$ cat src/rtl/ex_mem_reg.sv
// ex_mem_reg: EX/MEM pipeline register.
//
// Captures the execute-stage result and control bundle on each rising
// edge and presents it to the memory stage. It also:
//   - holds on stall, loads a bubble on flush (flush wins over stall),
//   - forwards writeback data into the store-data field when the
//     writeback lands on the store's rt register (at capture time and
//     while the entry is held by a stall),
//   - squashes misaligned memory accesses (clears memwe/regwe, flags
//     misalign_o, bumps a saturating error counter),
//   - exports an EX/MEM forwarding tap for the hazard unit.
//
// Ports:
//   clk, rst                 clock, synchronous active-high reset
//   valid_i .. aluout_i      EX-stage bundle
//   stall_i, flush_i         hold / bubble controls
//   we_wb, wa_wb, wd_wb      writeback-port snoop
//   valid_o .. aluout_o      registered bundle for the MEM stage
//   misalign_o               held entry was squashed for misalignment
//   err_cnt_o                saturating count of squashed accesses
//   we_em, wa_em, wd_em,     forwarding tap, combinational from the
//   load_em                  registered state only
//
// valid semantics: valid_i/valid_o mark a slot that holds a real
// instruction; there is no backpressure handshake, the stage advances
// every cycle unless stall_i holds it.
module ex_mem_reg (
    input  logic        clk,
    input  logic        rst,
    input  logic        valid_i,
    input  logic        cregwa_i,
    input  logic [1:0]  cregwd_i,
    input  logic        regwe_i,
    input  logic [1:0]  memlen_i,
    input  logic        memwe_i,
    input  logic [31:0] rd2_i,
    input  logic [4:0]  rt_i,
    input  logic [4:0]  rd_i,
    input  logic [31:0] aluout_i,
    input  logic        stall_i,
    input  logic        flush_i,
    input  logic        we_wb,
    input  logic [4:0]  wa_wb,
    input  logic [31:0] wd_wb,
    output logic        valid_o,
    output logic        cregwa_o,
    output logic [1:0]  cregwd_o,
    output logic        regwe_o,
    output logic [1:0]  memlen_o,
    output logic        memwe_o,
    output logic [31:0] rd2_o,
    output logic [4:0]  rt_o,
    output logic [4:0]  rd_o,
    output logic [31:0] aluout_o,
    output logic        misalign_o,
    output logic [7:0]  err_cnt_o,
    output logic        we_em,
    output logic [4:0]  wa_em,
    output logic [31:0] wd_em,
    output logic        load_em
);

    // Control encodings shared with the decoder.
    localparam logic       CREGWA_RD    = 1'b1;  // write address = rd (else rt)
    localparam logic [1:0] CREGWD_MEMRD = 2'd1;  // write data from memory read

    logic is_mem;
    logic misalign;
    logic fwd_capture;
    logic fwd_hold;

    // Only real memory accesses are checked; byte accesses never fault,
    // memlen 3 behaves as a word access.
    always_comb begin
        is_mem   = valid_i & (memwe_i | (cregwd_i == CREGWD_MEMRD));
        misalign = 1'b0;
        if (is_mem) begin
            if (memlen_i[1]) begin
                misalign = (aluout_i[1:0] != 2'b00);
            end else if (memlen_i == 2'd1) begin
                misalign = aluout_i[0];
            end
        end
    end

    // r0 is hardwired zero and is never forwarded.
    assign fwd_capture = we_wb & (wa_wb != 5'd0) & (wa_wb == rt_i);
    assign fwd_hold    = valid_o & we_wb & (wa_wb != 5'd0) & (wa_wb == rt_o);

    always_ff @(posedge clk) begin
        if (rst) begin
            valid_o    <= 1'b0;
            cregwa_o   <= 1'b0;
            cregwd_o   <= 2'd0;
            regwe_o    <= 1'b0;
            memlen_o   <= 2'd0;
            memwe_o    <= 1'b0;
            rd2_o      <= 32'd0;
            rt_o       <= 5'd0;
            rd_o       <= 5'd0;
            aluout_o   <= 32'd0;
            misalign_o <= 1'b0;
            err_cnt_o  <= 8'd0;
        end else if (flush_i) begin
            // Bubble: every field cleared, error counter kept.
            valid_o    <= 1'b0;
            cregwa_o   <= 1'b0;
            cregwd_o   <= 2'd0;
            regwe_o    <= 1'b0;
            memlen_o   <= 2'd0;
            memwe_o    <= 1'b0;
            rd2_o      <= 32'd0;
            rt_o       <= 5'd0;
            rd_o       <= 5'd0;
            aluout_o   <= 32'd0;
            misalign_o <= 1'b0;
        end else if (stall_i) begin
            // Held store must still see a writeback that lands while it waits.
            if (fwd_hold) begin
                rd2_o <= wd_wb;
            end
        end else begin
            valid_o    <= valid_i;
            cregwa_o   <= cregwa_i;
            cregwd_o   <= cregwd_i;
            regwe_o    <= regwe_i & ~misalign;
            memlen_o   <= memlen_i;
            memwe_o    <= memwe_i & ~misalign;
            rd2_o      <= fwd_capture ? wd_wb : rd2_i;
            rt_o       <= rt_i;
            rd_o       <= rd_i;
            aluout_o   <= aluout_i;
            misalign_o <= misalign;
            if (misalign && (err_cnt_o != 8'hFF)) begin
                err_cnt_o <= err_cnt_o + 8'd1;
            end
        end
    end

    assign we_em   = regwe_o & valid_o;
    assign wa_em   = (cregwa_o == CREGWA_RD) ? rd_o : rt_o;
    assign wd_em   = aluout_o;
    assign load_em = valid_o & regwe_o & (cregwd_o == CREGWD_MEMRD);

endmodule

$ cat config.mk
export PLATFORM = sky130hd
export DESIGN_NAME = ex_mem_reg
export DESIGN_NICKNAME = d
export VERILOG_FILES = /design/src/rtl/ex_mem_reg.sv
export SDC_FILE = /design/constraint.sdc
export NUM_CORES = 1
export LEC_CHECK = 0
export BUFFER_PORTS_ARGS = -buffer_cell sky130_fd_sc_hd__buf_2
export CORE_MARGIN = 3
export CORE_UTILIZATION = 44
export CTS_CLUSTER_DIAMETER = 40
export DETAILED_ROUTE_END_ITERATION = 7
export GPL_TIMING_DRIVEN = 0
export HOLD_SLACK_MARGIN = 0.06
export PLACE_DENSITY_LB_ADDON = 0.2
export SLEW_MARGIN = 20
export SYNTH_ARGS = -nofsm -noshare
export SYNTH_HDL_FRONTEND = slang
export SYNTH_SLANG_ARGS = --single-unit
$ cat constraint.sdc
create_clock -name clk -period 2.42 [get_ports clk]
set_input_delay 0.242 -clock clk [delete_from_list [all_inputs] [get_ports clk]]
set_output_delay 0.242 -clock clk [all_outputs]
set_load 0.005 [all_outputs]
==> results of run 1 <==
-- flip-flops by register name (all words and copies together) (netlist names) --
register and flops:
cregwd_o 2, valid_o 1, misalign_o 1, cregwa_o 1, memwe_o 1, rt_o 5
err_cnt_o 8, aluout_o 32, rd_o 5, regwe_o 1, rd2_o 32, memlen_o 2
-- logic make-up after synthesis --
group                      after synthesis  synth area share [%]
adders and majority gates                1                 0.295
AOI/OAI and AO/OA                       91                  16.8
xor gates and xnor gates                12                  2.48
DFF                                     91                  42.9
buffers and inverters                   66                  9.46
and+or+nand+nor                        137                  14.9
muxes                                   55                  13.1
-- critical path: cells and delay by family, from the launching register on --
family | cells | cell delay (ns)
buf+inv | 2 | 0.36
simple gates | 1 | 0.59
compound gates | 3 | 0.49
flops | 1 | 0.37
xor+xnor | 1 | 0.18
-- worst max path at each step --
| stage | from | to | slack [ns] | cells after the start |
|---|---|---|---|---|
| after floorplan | wa_wb[1] | rd2_o[10] | 0.57 | 8 |
| after global placement | wa_wb[1] | rd2_o[13] | 0.20 | 8 |
| after detailed placement | wa_wb[1] | rd2_o[21] | 0.16 | 8 |
| after CTS | rt_o[1] | rd2_o[4] | 0.29 | 7 |
| after global routing | rt_o[1] | rd2_o[21] | 0.14 | 6 |
| final | rt_o[1] | rd2_o[5] | 0.28 | 7 |
-- routing by layer --
metal	GRT usage, %	vias to the layer above
li1	-	2047
met1	26.6	1933
met2	40.9	156
met3	5.71	20
met4	5.03	0
met5	0	-
-- metrics by stage --
stage               area [um2]  hold slack (ns)  util (%)
global route              5860            0.106      62.8
global placement          5670            0.472      60.8
CTS                       5860            0.110      62.8
detailed placement        5670            0.481      60.8
floorplan                 4250            0.384         -
finish                    5860            0.120      62.8
-- cell usage in the layout (no fill, tap or decap), drive strengths merged, types with 2 or more instances in the layout --
cell,netlist,routed
a22oi,7,7
nor2,53,53
clkbuf,16,26
inv,3,4
nand2,36,36
a21o,6,6
mux2i,50,50
a211oi,27,27
dfxtp,91,91
nand4,2,2
buf,47,299
mux2,5,5
or3,4,4
a21oi,38,38
nor2b,27,27
xor2,10,10
a41oi,2,2
nand3,5,5
clkinv,0,3
o21ai,5,5
or4,2,2
xnor2,2,2
-- cell type report --
class | instances | area [um2] | share of cell area, %
Multi-Input combinational cell | 296 | 2020 | 34.5
Sequential cell | 91 | 1820 | 31.1
Timing Repair Buffer | 252 | 1260 | 21.5
Buffer | 63 | 390 | 6.66
Tap cell | 129 | 161 | 2.75
Clock buffer | 10 | 128 | 2.18
Clock inverter | 6 | 65.1 | 1.11
Inverter | 3 | 11.3 | 0.192
-- where the power goes --
group          switching (mW)  internal [mW]
Clock                   0.539          0.481
Combinational           0.251          0.253
Sequential             0.0345           1.55
==> impl_results.md, run 1 <==
- Run status: completed
- Worst Hold Depth: 3
- Fmax: 468 MHz
- Max-slew violations: 0
- Final ANT Viol Nets: 0
- Post-DP HPWL: 10,100 um
- Met3 wire length: 777 um
- VDD IR-drop max: 0.000297 V
- CP Max Fanout: 10
- Routed WL: 12,700 um
- Clock-pin slew on the worst setup and hold paths: 0.10 ns
- Slowest CP cell: nor4_1
- R2R Path Start: rt_o[1]
- First DRT Iteration DRCs: 122
- Reg2reg setup slack: 0.28 ns
- WL/cell: 15.0 um
- Clk_lat worst skew: 0.35 ns
- Post-CTS Setup Bufs: 0
- Pre-CTS setup slack: 0.158 ns
- H-Tree Depth: 3
- Final non-filler cell total: 850
- Total GRT Usage: 22.5%
- Clock Path Buffers: 2
- Metal2 WL: 6580 um
- Root Driver: clkbuf_8
- Worst Skew: 0.0143 ns
- Layout cell share with drive strength beyond 1: 46.7%
- Core area: 9330 um2
- Top_reg_cell synth: dfxtp_1
- # diodes: 0
- Setup CP Type: flop to flop
- Initial Util: 45.5%
- Hold Startpoint: aluout_i[8]
- Syn_area_per_cell: 9.37 um2
- Synth cell count leaders: 91 x dfxtp_1, 53 x nor2_1, 50 x mux2i_1
- Worst Reg2Reg Path Length in Cells: 7
- Worst endpoint required time: 2.61 ns
- Hold path endpoint: aluout_o[8]
- Yosys synthesis warning count: 0
- Final setup margin: 0.283 ns
- RR Endpoint: rd2_o[5]
- #FFs+latches synth: 91
- Synth top area share: 42.9%
- # DRC: 0
- Most numerous cell in the Yosys netlist: dfxtp_1
- Via/cell ratio: 4.89
- Worst-margin pin slew: 0.796 ns
- Post-CTS Resized: 0
- Sequential fraction of the synthesis area: 42.9%
- Site Rows: 35
- Max Used Layer: met4
- Critical Path AT: 2.33 ns
- Post-synth EDFFs: 0
- Mapped Cells: 453
- Largest net degree at the start of global routing: 16
- Synth area leaders: dfxtp_1 43%, mux2i_1 12%, a211oi_2 5.9%
- Final critical-path share of the clock period: 88.3%
- CTS buffer count: 9
- Worst Hold Class: input pin to flop
- Final Hold Fails: 0
- Syn Std Cell Area: 4250 um2
- I/O Buffers: 252
- Yosys cell types: 41
- Synth-to-layout area growth: 38.0%
- Via count: 4,156
- Die Area: 10,900 um2
- Power per cell area: 530 nW/um2
- Rel. slew slack: 46.9%
- Fill cells: 884
- Final Net Count: 841
- Crit path time final: 2.14 ns
- Vias in the first global route: 4,114
- Initial antenna violation count: 0
- Syn_nets: 578
- GP Congestion: 0.836
- Hold_buf cts: 0
- Post-synthesis async set-or-reset flop share: 0%
- CTS tree: built
- RSZ-0062 raised after global routing: no
- CP Launch Type: flop
- Total gr overflow: 0
- Setup TNS: 0 ns
- CP Capture Type: flop
- Placed cell count: 834
- Number of setup violations in the final report: 0
- CTS sink cnt: 91
- Total Power: 3.10 mW
- Die width: 104 um
- MaxCap Viol Count: 0
- Crit path cell chain: xor2_1, nor4_1, a41oi_4, buf_4, buf_6, a21oi_1, a211oi_2
- I/O pin count: 254
- Area leader, netlist: dfxtp_1
- Static Leak: 3.04 nW
- First-pass GRT wire length: 20,300 um
- WL met1: 5170 um
- 1st-pass router iterations: 4
- Die height: 104 um
- Slowest cell delay on critical path: 0.59 ns
Power figures use the tool's default switching activity.
==> run 2, diff against run 1 <==
Settings changed: CORE_UTILIZATION 44 to 39, CTS_CLUSTER_SIZE set to 14.
Clock period 2.42 ns to 1.9 ns, I/O delays scaled along.
==> impl_results.md, run 2 (synthesis results as in run 1) <==
- Run status: completed
- Total GRT Usage: 20.3% (-2.2 points)
- GP Congestion: 0.821 (-1.8%)
- Initial Util: 40.6% (-4.9 points)
- RSZ-0062 raised after global routing: yes
- Commonest non-fill, non-tap cell in the layout: buf_2
- Total gr overflow: 0 (unchanged)
- CTS sink cnt: 91 (unchanged)
- Die height: 110 um (+5.9%)
- Register area: 1830 um2 (+0.34%)
- CP Capture Type: flop
- WL/cell: 15.2 um (+1.4%)
- Worst-margin pin slew: 0.753 ns (-0.0427 ns)
- Post-DP HPWL: 10,300 um (+1.0%)
- Most frequent cells in the layout: 259 x buf_2, 88 x dfxtp_1, 53 x nor2_1
- Worst Skew: 0.00808 ns (-0.00619 ns)
- Initial antenna violation count: 0 (unchanged)
- Clock Path Buffers: 2 (unchanged)
- Clk_lat worst skew: 0.35 ns (about the same)
- Site Rows: 37 (+5.7%)
- Placed cell count: 841 (+0.84%)
- Setup CP Type: input pin to flop
- Top cell family by delay on the critical path: compound AO/OA/AOI/OAI gates
- I/O pin count: 254 (unchanged)
- CP Launch Type: input pin
- Slowest CP cell: or4_1
- Die Area: 12,200 um2 (+12%)
- Worst Hold Class: input pin to flop
- MaxCap Viol Count: 0 (unchanged)
- Core area: 10,500 um2 (+12%)
- Crit path time final: 1.84 ns
- Routed WL: 13,200 um (+4.0%)
- Vias in the first global route: 3,916 (-4.8%)
- Die width: 110 um (+5.9%)
- Static Leak: 3.12 nW (+2.8%)
- # DRC: 0 (unchanged)
- Multi-input combinational cell area: 2110 um2 (+4.3%)
- Setup TNS: 0 ns (unchanged)
- I/O Buffers: 252 (unchanged)
- Buffers & Inverters on Critical Path: 4 (+2)
- Clock-pin slew on the worst setup and hold paths: 0.09 ns (about the same)
- Largest net degree at the start of global routing: 16 (unchanged)
- # diodes: 0 (unchanged)
- Synth-to-layout area growth: 44.4%
- Worst endpoint required time: 2.17 ns (-0.44 ns)
- Root Driver: clkbuf_8
- Final critical-path share of the clock period: 96.8%
- First-pass GRT wire length: 19,400 um (-4.3%)
- Critical Path AT: 2.11 ns (-0.22 ns)
- Via count: 4,224 (+1.6%)
- Slowest cell delay on critical path: 0.53 ns (-0.06 ns)
- Max-slew violations: 0 (unchanged)
- Final Hold Fails: 0 (unchanged)
- Fmax: 544 MHz
- Final ANT Viol Nets: 0 (unchanged)
- Via/cell ratio: 4.84 (-0.93%)
- H-Tree Depth: 3 (unchanged)
- Final Util: 58.6% (-4.3 points)
- CP Max Fanout: 10 (unchanged)
- Crit path cell chain: buf_2, or4_1, o21a_1, buf_6, a41oi_4, buf_6, buf_6, a21oi_1, a211oi_2
- Layout cell share with drive strength beyond 1: 49.2% (+2.4 points)
- Total Power: 4.02 mW (+29%)
- VDD IR-drop max: 0.000390 V (+31%)
- 1st-pass router iterations: 4 (unchanged)
- Power per cell area: 655 nW/um2 (+24%)
- Number of setup violations in the final report: 0 (unchanged)
- Biggest regs: aluout_o x32, rd2_o x32, err_cnt_o x8
- Final Net Count: 857 (+1.9%)
- Most used cell along the critical path: buf_6
- CTS buffer count: 9 (unchanged)
- First DRT Iteration DRCs: 180 (+48%)
- Rel. slew slack: 49.8% (+2.8 points)
- CTS tree: built
- Fill cells: 991 (+12%)
- Final non-filler cell total: 872 (+2.6%)
[run 2: cell types whose count changed in the layout (fill, tap and decap cells not counted), moves of 2 or more]
| cell | before | now |
|---|---|---|
| clkbuf_1 | 17 | 13 |
| a21oi_1 | 38 | 24 |
| dfxtp_1 | 91 | 88 |
| dlygate4sd3_1 | 0 | 14 |
| dfxtp_2 | 0 | 2 |
| a21oi_2 | 0 | 13 |
[run 2: final timing paths]
path                                   start      endpoint  slack (ns)  cells past startpoint
worst min-delay path            aluout_i[23]  aluout_o[23]        0.08                      3
worst min register to register   memlen_o[1]   memlen_o[1]        0.51                      2
worst max register to register       rt_o[4]     rd2_o[16]        0.06                      7
worst max-delay path                wa_wb[1]     rd2_o[16]        0.06                      9
[run 2: stage by stage]
step	worst slack, ns	cell area [um2]	hold WS (ns)
CTS	0.00843	6030	0.0611
detailed placement	-0.333	5680	0.431
global placement	-0.309	5680	0.419
global route	-0.0442	6130	0.0655
floorplan	0.0765	4250	0.332
finish	0.0601	6130	0.0764
[run 2: area by class of cell]
class | count | area share [%]
Multi-Input combinational cell | 296 | 34.4
Inverter | 3 | 0.184
Timing Repair Buffer | 268 | 23.1
Clock inverter | 6 | 1.06
Tap cell | 136 | 2.78
Sequential cell | 91 | 29.8
Clock buffer | 9 | 2.02
Buffer | 63 | 6.64
[run 2: per-layer routing]
layer	routed length (um)	GRT usage, %
met5	0	0
met4	176	4.84
met3	961	5.07
met2	6760	36.1
met1	5340	24.6
[run 2: where the power goes]
part | internal [mW] | switching, mW
sequential | 1.97 | 0.0432
combinational | 0.354 | 0.346
clock | 0.607 | 0.695
total | 2.93 | 1.08
[run 2: repair_timing]
item | CTS | global route
hold endpoints to repair | 14 | 0
resized for setup | 4 | 32
hold buffers | 14 | 0
setup endpoints to repair | 32 | 29
cloned | 0 | 1
pin swaps | 1 | 3
buffers inserted | 0 | 1
[run 2: worst register-to-register path: cells and delay by family (launching register included)]
kind,cells,cell delay (ns)
xor+xnor,1,0.18
simple gates,1,0.37
flops,1,0.35
compound gates,3,0.48
buf+inv,2,0.32
==> run 3, diff against run 2 <==
Settings changed: CORE_MARGIN 3 to 4.
==> impl_results.md, run 3 (synthesis results as in run 1) <==
- Final critical-path share of the clock period: 98.2% (+1.4 points)
- Post-DP HPWL: 10,300 um (+0.92%)
- Slowest CP cell: or4_1
- Root Driver: clkbuf_8
- CTS buffer count: 9 (unchanged)
- Top cell family by delay on the critical path: compound AO/OA/AOI/OAI gates
- Clock-pin slew on the worst setup and hold paths: 0.10 ns (about the same)
- Site Rows: 37 (unchanged)
- First-pass GRT wire length: 20,900 um (+7.9%)
- # diodes: 0 (unchanged)
- Initial Util: 40.6% (unchanged)
- Max-slew violations: 0 (unchanged)
- Vias in the first global route: 4,238 (+8.2%)
- Rel. slew slack: 49.6% (-0.13 points)
- Final Hold Fails: 0 (unchanged)
- MaxCap Viol Count: 0 (unchanged)
- Total Power: 4.15 mW (+3.3%)
- Comb pwr share: 18.5% (+1.1 points)
- Most frequent cells in the layout: 256 x buf_2, 88 x dfxtp_1, 53 x nor2_1
- RSZ-0062 raised after global routing: yes
- NetSw: 1.12 mW (+3.3%)
- Fmax: 536 MHz (-1.4%)
- Static Leak: 3.23 nW (+3.5%)
- Buffers & Inverters on Critical Path: 4 (unchanged)
- Final setup margin: 0.0335 ns (-0.0266 ns)
- Number of setup violations in the final report: 0 (unchanged)
- CP Max Fanout: 7 (-3)
- Final Net Count: 870 (+1.5%)
- Synth-to-layout area growth: 52.2%
- H-Tree Depth: 3 (unchanged)
- Die width: 112 um (+1.8%)
- CTS tree: built
- Setup TNS: 0 ns (unchanged)
- I/O pin count: 254 (unchanged)
- Most used cell along the critical path: buf_6
- I/O Buffers: 252 (unchanged)
- Core area: 10,500 um2 (unchanged)
- Internal power: 3.03 mW (+3.3%)
- Clock network power share: 32.9% (+0.5 points)
- Pre-CTS setup slack: -0.254 ns (+0.0791 ns)
- Worst-margin pin slew: 0.755 ns (+0.00202 ns)
- Clk_lat worst skew: 0.35 ns (about the same)
- First DRT Iteration DRCs: 172 (-4.4%)
- Biggest regs: aluout_o x32, rd2_o x32, err_cnt_o x8
- Worst Skew: 0.00743 ns (-0.000657 ns)
- Slowest cell delay on critical path: 0.51 ns (-0.02 ns)
- Routed WL: 13,600 um (+2.6%)
- Die height: 112 um (+1.8%)
- # DRC: 0 (unchanged)
- Largest net degree at the start of global routing: 17 (+1)
- CP Launch Type: input pin
- Post-DP Area: 5680 um2 (unchanged)
- GP Congestion: 0.835 (+1.7%)
- CP Capture Type: flop
- Final Util: 61.7% (+3.2 points)
- CTS sink cnt: 91 (unchanged)
- Sw Share: 27.0% (about the same)
- Critical Path AT: 2.14 ns (+0.03 ns)
- Via/cell ratio: 4.83 (-0.35%)
- Die Area: 12,600 um2 (+3.7%)
- Via count: 4,277 (+1.3%)
- Final instance area: 6460 um2 (+5.4%)
- Fill cells: 915 (-7.7%)
- WL/cell: 15.3 um (+1.0%)
- Run status: completed
- Initial antenna violation count: 0 (unchanged)
- Crit path time final: 1.87 ns (+0.0266 ns)
- VDD IR-drop max: 0.000449 V (+15%)
- Clock Path Buffers: 2 (unchanged)
- 1st-pass router iterations: 4 (unchanged)
- Total GRT Usage: 20.0% (-0.28 points)
- Power per cell area: 642 nW/um2 (-2.0%)
- Commonest non-fill, non-tap cell in the layout: buf_2
- Total gr overflow: 0 (unchanged)
- Worst endpoint required time: 2.17 ns (about the same)
- Final ANT Viol Nets: 0 (unchanged)
- Worst Hold Class: input pin to flop
- Crit path cell chain: buf_2, or4_1, o21a_1, buf_6, a41oi_4, buf_6, clkbuf_16, a21oi_4, a211oi_2
- Layout cell share with drive strength beyond 1: 49.5% (+0.28 points)
- Setup CP Type: input pin to flop
- Part of the power in registers: 48.6% (-1.5 points)
run 3: cell types whose count changed in the layout (fill, tap and decap cells not counted), moves of 3 or more:
cell           delta
a21oi_1           -6
a21oi_2           -7
a21oi_4          +13
buf_2             -3
dlygate4sd3_1    +10
run 3: path summary, 6_finish.rpt:
path	slack (ns)	end	start	cells after the start
hold reg to reg	0.49	err_cnt_o[6]	err_cnt_o[6]	2
hold / removal	0.07	rd_o[1]	rd_i[1]	3
setup reg to reg	0.04	rd2_o[4]	rt_o[1]	7
setup / recovery	0.03	rd2_o[22]	wa_wb[1]	9
run 3: timing repair:
item	CTS	global route
pin swaps	1	12
cloned	0	3
hold endpoints to repair	23	1
setup endpoints to repair	32	27
setup buffers	0	2
hold buffers	23	1
resized for setup	2	61
run 3: layout make-up:
cell class / instances / area (um2) / share of cell area, %
multi-input combinational: 296 / 2240 / 34.7
clock inverter: 6 / 70.1 / 1.08
clock buffer: 10 / 138 / 2.13
inverter: 3 / 11.3 / 0.174
buffer: 63 / 430 / 6.66
timing repair buffer: 281 / 1570 / 24.3
tap: 136 / 170 / 2.63
sequential: 91 / 1830 / 28.3
run 3: worst min-delay path, delay by kind of cell:
kind	cells	cell delay, ns
mux	1	0.06
simple gates	1	0.07
buf+inv	1	0.08
run 3: power by group through the flow:
| stage | Clock, mW | Combinational [mW] | Sequential, mW |
|---|---|---|---|
| global placement | 0 | 0.634 | 2.06 |
| floorplan | 0 | 0.345 | 2.06 |
| CTS | 1.41 | 0.688 | 2.02 |
| detailed placement | 0 | 0.643 | 2.06 |
| global route | 1.49 | 0.836 | 2.02 |
| finish | 1.36 | 0.767 | 2.02 |
run 3: routing by layer:
| layer | vias to the layer above | wire length [um] | GRT usage, % |
|---|---|---|---|
| met5 | - | 0 | 0 |
| met4 | 0 | 238 | 5.45 |
| met3 | 18 | 950 | 5.50 |
| met2 | 154 | 7000 | 35.4 |
| met1 | 1999 | 5400 | 23.9 |
| li1 | 2106 | - | - |
run 3: stage by stage:
stage | hold WS [ns] | instances
CTS | 0.0607 | 880
floorplan | 0.332 | 453
detailed placement | 0.427 | 841
finish | 0.0745 | 886
global placement | 0.420 | 841
global route | 0.0654 | 886
